### src/rtl/rf_wb_arbiter.sv
// rf_wb_arbiter
//   Write-back arbiter and destination-register scoreboard for the RV32I
//   register file write port. The ALU and LSU writeback sources share one
//   write port through a round-robin valid/ready handshake. A one-entry
//   output stage drives the register file and doubles as a forwarding source.
//   A busy mask tracks issued-but-not-yet-written destination registers.
//
// Ports
//   clk, rst_n           clock, synchronous active-low reset
//   alu_valid/ready      ALU writeback handshake, with alu_rd / alu_data
//   lsu_valid/ready      LSU writeback handshake, with lsu_rd / lsu_data
//   iss_set, iss_rd      destination register issued this cycle
//   flush                pipeline flush (clears busy, not the output stage)
//   rf_wen/addr/data     register file write port, also the forwarding value
//   busy                 pending-write mask, bit 0 always 0
module rf_wb_arbiter #(
  parameter int XLEN = 32,
  parameter int NREG = 32
) (
  input  logic            clk,
  input  logic            rst_n,
  input  logic            alu_valid,
  output logic            alu_ready,
  input  logic [4:0]      alu_rd,
  input  logic [XLEN-1:0] alu_data,
  input  logic            lsu_valid,
  output logic            lsu_ready,
  input  logic [4:0]      lsu_rd,
  input  logic [XLEN-1:0] lsu_data,
  input  logic            iss_set,
  input  logic [4:0]      iss_rd,
  input  logic            flush,
  output logic            rf_wen,
  output logic [4:0]      rf_addr,
  output logic [XLEN-1:0] rf_data,
  output logic [NREG-1:0] busy
);

  // prio: 0 = ALU wins a tie, 1 = LSU wins a tie
  logic            prio;
  logic            grantAlu;
  logic            grantLsu;
  logic            accept;
  logic [4:0]      selRd;
  logic [XLEN-1:0] selData;
  logic [NREG-1:0] busyQ;
  logic [NREG-1:0] busyNext;
  logic [NREG-1:0] issMask;
  logic [NREG-1:0] retireMask;

  // Grant is never gated by the output stage: the write port drains every cycle.
  always_comb begin
    grantAlu = 1'b0;
    grantLsu = 1'b0;
    if (rst_n) begin
      if (alu_valid && lsu_valid) begin
        grantAlu = ~prio;
        grantLsu = prio;
      end else begin
        grantAlu = alu_valid;
        grantLsu = lsu_valid;
      end
    end
  end

  assign alu_ready = grantAlu;
  assign lsu_ready = grantLsu;
  assign accept    = grantAlu | grantLsu;

  always_comb begin
    selRd   = alu_rd;
    selData = alu_data;
    if (grantLsu) begin
      selRd   = lsu_rd;
      selData = lsu_data;
    end
  end

  // After a grant the other source gets priority; idle cycles keep prio.
  always_ff @(posedge clk) begin
    if (!rst_n) begin
      prio <= 1'b1;
    end else if (grantAlu) begin
      prio <= 1'b1;
    end else if (grantLsu) begin
      prio <= 1'b0;
    end
  end

  // Output stage; x0 writes are accepted but never raise rf_wen.
  always_ff @(posedge clk) begin
    if (!rst_n) begin
      rf_wen  <= 1'b0;
      rf_addr <= '0;
      rf_data <= '0;
    end else if (accept) begin
      rf_wen  <= (selRd != 5'd0);
      rf_addr <= selRd;
      rf_data <= selData;
    end else begin
      rf_wen  <= 1'b0;
    end
  end

  // Scoreboard: a same-cycle issue beats a retire of the same register,
  // since the retiring write belongs to an older instruction.
  always_comb begin
    issMask    = '0;
    retireMask = '0;
    if (iss_set) begin
      issMask[iss_rd] = 1'b1;
    end
    if (rf_wen) begin
      retireMask[rf_addr] = 1'b1;
    end
    if (flush) begin
      busyNext = '0;
    end else begin
      busyNext = (busyQ & ~retireMask) | issMask;
    end
    busyNext[0] = 1'b0;
  end

  always_ff @(posedge clk) begin
    if (!rst_n) begin
      busyQ <= '0;
    end else begin
      busyQ <= busyNext;
    end
  end

  assign busy = busyQ;

endmodule

### config.mk
export PLATFORM = sky130hd
export DESIGN_NAME = rf_wb_arbiter
export DESIGN_NICKNAME = d
export VERILOG_FILES = /design/src/rtl/rf_wb_arbiter.sv
export SDC_FILE = /design/constraint.sdc
export NUM_CORES = 1
export LEC_CHECK = 0
export BUFFER_PORTS_ARGS = -buffer_cell sky130_fd_sc_hd__buf_4
export CAP_MARGIN = 20
export CORE_MARGIN = 2
export CORE_UTILIZATION = 43
export CTS_BUF_LIST = sky130_fd_sc_hd__clkbuf_2 sky130_fd_sc_hd__clkbuf_4 sky130_fd_sc_hd__clkbuf_8
export CTS_CLUSTER_SIZE = 24
export DETAILED_ROUTE_END_ITERATION = 7
export PLACE_DENSITY = 0.76
export SETUP_SLACK_MARGIN = 0.5
export SYNTH_ARGS = -nofsm -noshare
export SYNTH_HDL_FRONTEND = slang
export SYNTH_SLANG_ARGS = --single-unit
### constraint.sdc
create_clock -name clk -period 1.3 [get_ports clk]
set_input_delay 0 -clock clk [delete_from_list [all_inputs] [get_ports clk]]
set_output_delay 0 -clock clk [all_outputs]
set_load 0.1 [all_outputs]
==> impl_results.html, run 1 <==
<table>
<tr><th>Metric</th><th>Value</th></tr>
<tr><th colspan="2">Outcome</th></tr>
<tr><td>Status</td><td>did not finish</td></tr>
<tr><td>Stage where the run ended</td><td>global routing</td></tr>
<tr><td>Error message</td><td>[ERROR DPL-0038] Utilization greater than 100%, impossible to legalize</td></tr>
<tr><th colspan="2">Synth</th></tr>
<tr><td>Simple logic cell fraction of the synthesized area</td><td>26.8%</td></tr>
<tr><td>Xor/xnor cell area share of the yosys netlist</td><td>0%</td></tr>
<tr><td>Count of yosys warnings during synthesis</td><td>0</td></tr>
<tr><td>Count of unique library cells instantiated by Yosys</td><td>28</td></tr>
<tr><td>Total standard cell area after synthesis</td><td>3240 sq um</td></tr>
<tr><td>Fraction of the mapped netlist area in compound gates</td><td>24.3%</td></tr>
<tr><td>Mux contribution to synthesized area</td><td>0%</td></tr>
<tr><td>Main combinational cell family by area after synthesis</td><td>simple AND/OR/NAND/NOR gates</td></tr>
<tr><td>Arithmetic-cell share of the synthesized area counting full adders, half adders and majority gates</td><td>0%</td></tr>
<tr><td>Post-synthesis cell count</td><td>357</td></tr>
<tr><td>Post-synth net total</td><td>442</td></tr>
<tr><td>Share of the yosys chip area belonging to registers</td><td>43.2%</td></tr>
<tr><td>Count of state elements after synthesis</td><td>70</td></tr>
<tr><td>Average footprint of a synthesized cell</td><td>9.08 sq um</td></tr>
<tr><th colspan="2">Placement</th></tr>
<tr><td>Routability cong.</td><td>0.845</td></tr>
<tr><td>HPWL Detailed</td><td>7390 um</td></tr>
<tr><td>Pre-CTS setup slack</td><td>0.0692 ns</td></tr>
<tr><td>PortBufs</td><td>155</td></tr>
<tr><th colspan="2">STA</th></tr>
<tr><td>Worst Endpoint after GRT Repair</td><td>rf_addr[1]$_SDFFE_PN0P_/D</td></tr>
<tr><td>Worst endpoint pin kind</td><td>register input</td></tr>
<tr><th colspan="2">Die</th></tr>
<tr><td>Initial Util</td><td>44.5%</td></tr>
<tr><td>Die extent in x</td><td>90.8 um</td></tr>
<tr><td>Number of ports placed on the die boundary</td><td>157</td></tr>
<tr><td>Die Span Y</td><td>90.8 um</td></tr>
<tr><td>Placement Rows</td><td>31</td></tr>
<tr><th colspan="2">Clock network</th></tr>
<tr><td>Clock buffer depth</td><td>2</td></tr>
<tr><td>H-tree lvl count</td><td>3</td></tr>
<tr><td>Clock tree root driver cell</td><td>sky130_fd_sc_hd__clkbuf_8</td></tr>
<tr><td>CTS Buf Count</td><td>9</td></tr>
<tr><td>TritonCTS sink count</td><td>70</td></tr>
<tr><th colspan="2">GRT</th></tr>
<tr><td>Maximum number of pins on one net before global-route repair</td><td>32</td></tr>
</table>
[what timing repair did]
| item | in CTS |
|---|---|
| hold endpoints to repair | 39 |
| setup endpoints to repair | 140 |
| hold buffers | 68 |
| setup buffers | 8 |
| cloned | 5 |
| gates resized for setup | 264 |
| pin swaps | 31 |
[kinds of logic after synthesis]
| kind of cell | after synthesis |
|---|---|
| buf+inv | 30 |
| flops | 70 |
| other cells | 1 |
| simple gates | 186 |
| compound gates | 70 |
[through the flow]
step	hold slack, ns	instances	util, %	instance area (sq um)
floorplan	0.133	357	-	3450
global placement	0.233	594	63.3	4620
detailed placement	0.246	594	63.3	4620
CTS	0.0000911	691	93.5	6820
[cells in the mapped netlist]
| master | instances | share of area [%] |
|---|---|---|
| sky130_fd_sc_hd__buf_1 | 3 | 0.35 |
| sky130_fd_sc_hd__o311ai_1 | 5 | 1.4 |
| sky130_fd_sc_hd__nor2_1 | 5 | 0.58 |
| sky130_fd_sc_hd__nor3b_4 | 1 | 0.58 |
| sky130_fd_sc_hd__buf_4 | 1 | 0.23 |
| sky130_fd_sc_hd__conb_1 | 1 | 0.12 |
| sky130_fd_sc_hd__a32o_1 | 31 | 9.6 |
| sky130_fd_sc_hd__nand3b_1 | 1 | 0.23 |
| sky130_fd_sc_hd__o311ai_4 | 8 | 6.5 |
| sky130_fd_sc_hd__nor2b_1 | 1 | 0.19 |
| sky130_fd_sc_hd__nor3_1 | 4 | 0.62 |
| sky130_fd_sc_hd__buf_6 | 4 | 1.4 |
| sky130_fd_sc_hd__or3b_2 | 1 | 0.27 |
| sky130_fd_sc_hd__nor2_2 | 3 | 0.58 |
| sky130_fd_sc_hd__and3b_1 | 7 | 1.9 |
| sky130_fd_sc_hd__and3_1 | 4 | 0.77 |
| sky130_fd_sc_hd__clkbuf_1 | 7 | 0.81 |
| sky130_fd_sc_hd__o311ai_0 | 24 | 6.5 |
| sky130_fd_sc_hd__nand2b_1 | 2 | 0.39 |
| sky130_fd_sc_hd__buf_12 | 1 | 0.62 |
| sky130_fd_sc_hd__nand2_1 | 111 | 13 |
| sky130_fd_sc_hd__nand3_1 | 37 | 5.7 |
| sky130_fd_sc_hd__buf_2 | 14 | 2.2 |
| sky130_fd_sc_hd__dfxtp_1 | 70 | 43 |
| sky130_fd_sc_hd__nor3b_1 | 7 | 1.6 |
| sky130_fd_sc_hd__and2_4 | 2 | 0.54 |
| sky130_fd_sc_hd__a22o_1 | 1 | 0.27 |
| sky130_fd_sc_hd__o21ai_0 | 1 | 0.15 |
==> run 2, diff against run 1 <==
CORE_UTILIZATION = 40   (was 43)
CTS_BUF_LIST = unset   (was sky130_fd_sc_hd__clkbuf_2 sky130_fd_sc_hd__clkbuf_4 sky130_fd_sc_hd__clkbuf_8)
CTS_CLUSTER_SIZE = unset   (was 24)
PLACE_DENSITY = unset   (was 0.76)
PLACE_DENSITY_LB_ADDON = 0.15   (was unset)
SETUP_SLACK_MARGIN = unset   (was 0.5)
clock period = 1.7 ns   (was 1.3 ns; I/O delays follow)
==> run 2 against run 1 <==
Against the previous run:
- the flow now finishes without violations
- area after synthesis unchanged
- synthesized cell count is the same
==> impl_results.html, run 2 <==
<table>
<tr><th>Metric</th><th>Value</th></tr>
<tr><th colspan="2">Outcome</th></tr>
<tr><td>Status</td><td>finished clean</td></tr>
<tr><th colspan="2">Power</th></tr>
<tr><td>Pwr per Cell Area</td><td>876 nW/um^2</td></tr>
<tr><td>Leakage dissipation</td><td>2.29 nW</td></tr>
<tr><td>Worst supply voltage drop on vdd</td><td>484 uV</td></tr>
<tr><th colspan="2">Synth</th></tr>
<tr><td>Count of state elements after synthesis</td><td>70 (unchanged)</td></tr>
<tr><td>Post-synth net total</td><td>442 (unchanged)</td></tr>
<tr><td>Post-synthesis cell count</td><td>357 (unchanged)</td></tr>
<tr><td>Portion of synthesized cell area occupied by the leading cell type</td><td>43.2% (unchanged)</td></tr>
<tr><td>EDFF count, synth</td><td>0 (unchanged)</td></tr>
<tr><td>Cell with the most instances after synthesis</td><td>sky130_fd_sc_hd__nand2_1</td></tr>
<tr><td>Most frequently used flop master after synthesis</td><td>sky130_fd_sc_hd__dfxtp_1</td></tr>
<tr><td>Post-synth top cells</td><td>111 x sky130_fd_sc_hd__nand2_1, 70 x sky130_fd_sc_hd__dfxtp_1, 37 x sky130_fd_sc_hd__nand3_1</td></tr>
<tr><td>Count of yosys warnings during synthesis</td><td>0 (unchanged)</td></tr>
<tr><td>Main area contributors after synthesis</td><td>sky130_fd_sc_hd__dfxtp_1 43%, sky130_fd_sc_hd__nand2_1 13%, sky130_fd_sc_hd__a32o_1 9.6%, sky130_fd_sc_hd__o311ai_4 6.5%, sky130_fd_sc_hd__o311ai_0 6.5%</td></tr>
<tr><td>Post-synthesis cell type with the largest combined area</td><td>sky130_fd_sc_hd__dfxtp_1</td></tr>
<tr><td>Count of unique library cells instantiated by Yosys</td><td>28 (unchanged)</td></tr>
<tr><td>Share of the yosys chip area belonging to registers</td><td>43.2% (unchanged)</td></tr>
<tr><td>Async set-reset flop share out of synthesis</td><td>0% (unchanged)</td></tr>
<tr><td>Average footprint of a synthesized cell</td><td>9.08 sq um (unchanged)</td></tr>
<tr><td>Total standard cell area after synthesis</td><td>3240 sq um (unchanged)</td></tr>
<tr><th colspan="2">Placement</th></tr>
<tr><td>PortBufs</td><td>155 (unchanged)</td></tr>
<tr><td>Pre-CTS setup slack</td><td>0.349 ns (+0.280 ns)</td></tr>
<tr><td>Routability cong.</td><td>0.852 (+0.89%)</td></tr>
<tr><td>HPWL Detailed</td><td>7350 um (-0.47%)</td></tr>
<tr><th colspan="2">STA</th></tr>
<tr><td>Final setup slack of the worst path</td><td>0.170 ns</td></tr>
<tr><td>Clock skew after layout</td><td>0.0126 ns</td></tr>
<tr><td>Min Tclk post-route</td><td>1.53 ns</td></tr>
<tr><td>Number of failing setup endpoints in the final timing report</td><td>0</td></tr>
<tr><td>Setup TNS after final layout</td><td>0 ns</td></tr>
<tr><td>Final hold violations</td><td>0</td></tr>
<tr><td>Final period utilization</td><td>90.0%</td></tr>
<tr><td>Setup repair after global routing missed its margin</td><td>false</td></tr>
<tr><td>Number of max-slew violations in the final report</td><td>0</td></tr>
<tr><td>Highest achievable clock rate</td><td>654 MHz</td></tr>
<tr><th colspan="2">Critical path</th></tr>
<tr><td>Cell with the biggest individual delay on the critical path</td><td>sky130_fd_sc_hd__dfxtp_1</td></tr>
<tr><td>Buf+Inv Stages, Crit Path</td><td>2</td></tr>
<tr><td>Endpoint arrival time on the critical path</td><td>1.53 ns</td></tr>
<tr><td>Critical setup path kind</td><td>register to primary output</td></tr>
<tr><td>Max FO, Critical Path</td><td>10</td></tr>
<tr><td>Setup crit start kind</td><td>register</td></tr>
<tr><td>Critical path, cell by cell</td><td>nand2b_1 &gt; and2_4 &gt; buf_4 &gt; buf_4</td></tr>
<tr><td>Crit. End Element</td><td>primary output</td></tr>
<tr><td>Top cell family by delay on the critical path</td><td>buffers and inverters</td></tr>
<tr><td>Data required time at the worst endpoint</td><td>1.70 ns</td></tr>
<tr><td>Delay of the slowest cell on the worst path</td><td>0.34 ns</td></tr>
<tr><td>Cell with the most instances on the worst path</td><td>sky130_fd_sc_hd__buf_4</td></tr>
<tr><th colspan="2">Clock network</th></tr>
<tr><td>Clock tree root driver cell</td><td>sky130_fd_sc_hd__clkbuf_8</td></tr>
<tr><td>H-tree lvl count</td><td>3 (unchanged)</td></tr>
<tr><td># Post-CTS Setup Buffers</td><td>0 (-8)</td></tr>
<tr><td>CTS hold repair buffers</td><td>74 (+8.8%)</td></tr>
<tr><td>Number of gates resized after CTS</td><td>0 (-100%)</td></tr>
<tr><td>Clock tree from TritonCTS</td><td>built</td></tr>
<tr><td>Clk slew on worst S/H paths</td><td>0.07 ns</td></tr>
<tr><td>Clock buffer depth</td><td>2 (unchanged)</td></tr>
<tr><td>TritonCTS sink count</td><td>70 (unchanged)</td></tr>
<tr><td>Clock network latency to the later pin of the worst-skew pair</td><td>0.34 ns</td></tr>
<tr><td>CTS Buf Count</td><td>9 (unchanged)</td></tr>
<tr><th colspan="2">Routing</th></tr>
<tr><td>Antenna viol nets, final</td><td>0</td></tr>
<tr><td>Average routed wire per standard cell</td><td>17.2 um</td></tr>
<tr><td>Detailed-router iteration count before antenna repair</td><td>5</td></tr>
<tr><td>Drc violations</td><td>0</td></tr>
<tr><td>Drt total wl</td><td>11800 um</td></tr>
<tr><td>Via-per-instance ratio</td><td>5.49</td></tr>
<tr><td>DRC violation total after the first TritonRoute iteration</td><td>146</td></tr>
<tr><td>Vias after detailed routing</td><td>3770</td></tr>
<tr><th colspan="2">Die</th></tr>
<tr><td>Area of the placeable core</td><td>7810 sq um</td></tr>
<tr><td>Initial Util</td><td>41.5% (-2.9 points)</td></tr>
<tr><td>Total Die Area</td><td>8840 sq um</td></tr>
<tr><td>Die Span Y</td><td>94.0 um (+3.5%)</td></tr>
<tr><td>Die extent in x</td><td>94.0 um (+3.5%)</td></tr>
<tr><td>Number of ports placed on the die boundary</td><td>157 (unchanged)</td></tr>
<tr><td>Placement Rows</td><td>32 (+3.2%)</td></tr>
<tr><th colspan="2">Final layout</th></tr>
<tr><td>Final net count</td><td>665</td></tr>
<tr><td>Area overhead of the layout relative to synthesis</td><td>67.7%</td></tr>
<tr><td>Most frequent cells in the layout</td><td>166 x sky130_fd_sc_hd__buf_4, 111 x sky130_fd_sc_hd__nand2_1, 75 x sky130_fd_sc_hd__dlygate4sd3_1</td></tr>
<tr><td>Commonest non-fill, non-tap cell in the layout</td><td>sky130_fd_sc_hd__buf_4</td></tr>
<tr><td>Flip-flop count of the largest register, all copies and words added</td><td>32</td></tr>
<tr><td>Diode insertion count for antenna repair</td><td>0</td></tr>
<tr><td>Layout cell share with drive strength beyond 1</td><td>34.7%</td></tr>
<tr><td>Most flop-heavy register</td><td>rf_data</td></tr>
<tr><th colspan="2">GRT</th></tr>
<tr><td>Met3 Use GR</td><td>6.10%</td></tr>
<tr><td>GRT met2 Usage</td><td>47.5%</td></tr>
<tr><td>Most utilized layer in the global route result</td><td>met2</td></tr>
<tr><td>Total congestion overflow</td><td>0</td></tr>
<tr><td>First-pass GRT wire length</td><td>18500 um</td></tr>
<tr><td>M1 GR Usage</td><td>30.0%</td></tr>
<tr><td>Number of global-route vias before repair</td><td>3733</td></tr>
<tr><td>Antenna violations before repair</td><td>0</td></tr>
<tr><td>Overall global routing resource usage</td><td>27.1%</td></tr>
<tr><td>Maximum number of pins on one net before global-route repair</td><td>38</td></tr>
<tr><th colspan="2">Job</th></tr>
<tr><td>MaxCap Viol Count</td><td>0</td></tr>
<tr><th colspan="2">Hold path</th></tr>
<tr><td>Hold Path Class</td><td>input port to register</td></tr>
</table>
## run 2: cell counts after synthesis
No cell type changed its count.
## run 2: kinds of logic after synthesis
logic type,Yosys count,synth area share (%)
AOI/OAI and AO/OA,70,24.3
buffers and inverters,30,5.56
DFF,70,43.2
other,1,0.116
and+or+nand+nor,186,26.8
## run 2: layout make-up
type                       instances  area (sq um)
fill                             600          2370
timing repair buffer             242          2020
multi-input combinational        257          1670
sequential                        70          1410
clock buffer                      14           183
tap                              102           128
clock inverter                     2          37.5
## run 2: worst min-delay path, stage by stage
cell and delay [ns]:
sky130_fd_sc_hd__buf_4 0.11, sky130_fd_sc_hd__nand2_1 0.12, sky130_fd_sc_hd__o311ai_4 0.09
## run 2: path summary, 6_finish.rpt
path | startpoint | end | slack (ns) | cells after the start
setup reg to reg | prio$_SDFFE_PP1N_ | rf_data[30]$_SDFFE_PN0P_ | 0.27 | 4
hold reg to reg | rf_data[26]$_SDFFE_PN0P_ | rf_data[26]$_SDFFE_PN0P_ | 0.47 | 2
setup / recovery | prio$_SDFFE_PP1N_ | lsu_ready | 0.17 | 4
hold / removal | alu_data[3] | rf_data[3]$_SDFFE_PN0P_ | 0.04 | 3
## run 2: per-stage QoR
stage / instance area, sq um / power (mW) / instances / utilization, % / hold WS (ns)
after global placement: 4470 / 3.17 / 596 / 57.2 / 0.242
after CTS: 5430 / 4.76 / 686 / 69.6 / 0.0164
after floorplan: 3250 / 2.80 / 357 / - / 0.133
after detailed placement: 4470 / 3.19 / 596 / 57.2 / 0.242
after global routing: 5440 / 4.93 / 687 / 69.7 / 0.0163
final: 5440 / 4.76 / 687 / 69.7 / 0.0375
## run 2: layer usage
metal  vias up  share of wire, %
met5         -                 0
met4         0               4.2
met3        41               6.6
met2       184                52
met1      1772                38
li1       1773                 -
## run 2: report_power, final
part           total, mW  internal, mW  switching, mW
logic               1.51         0.482           1.03
clock network       1.45         0.840          0.612
registers           1.80          1.74         0.0681
total               4.76          3.06           1.71
Note: power is estimated with default switching activity, not from simulation.
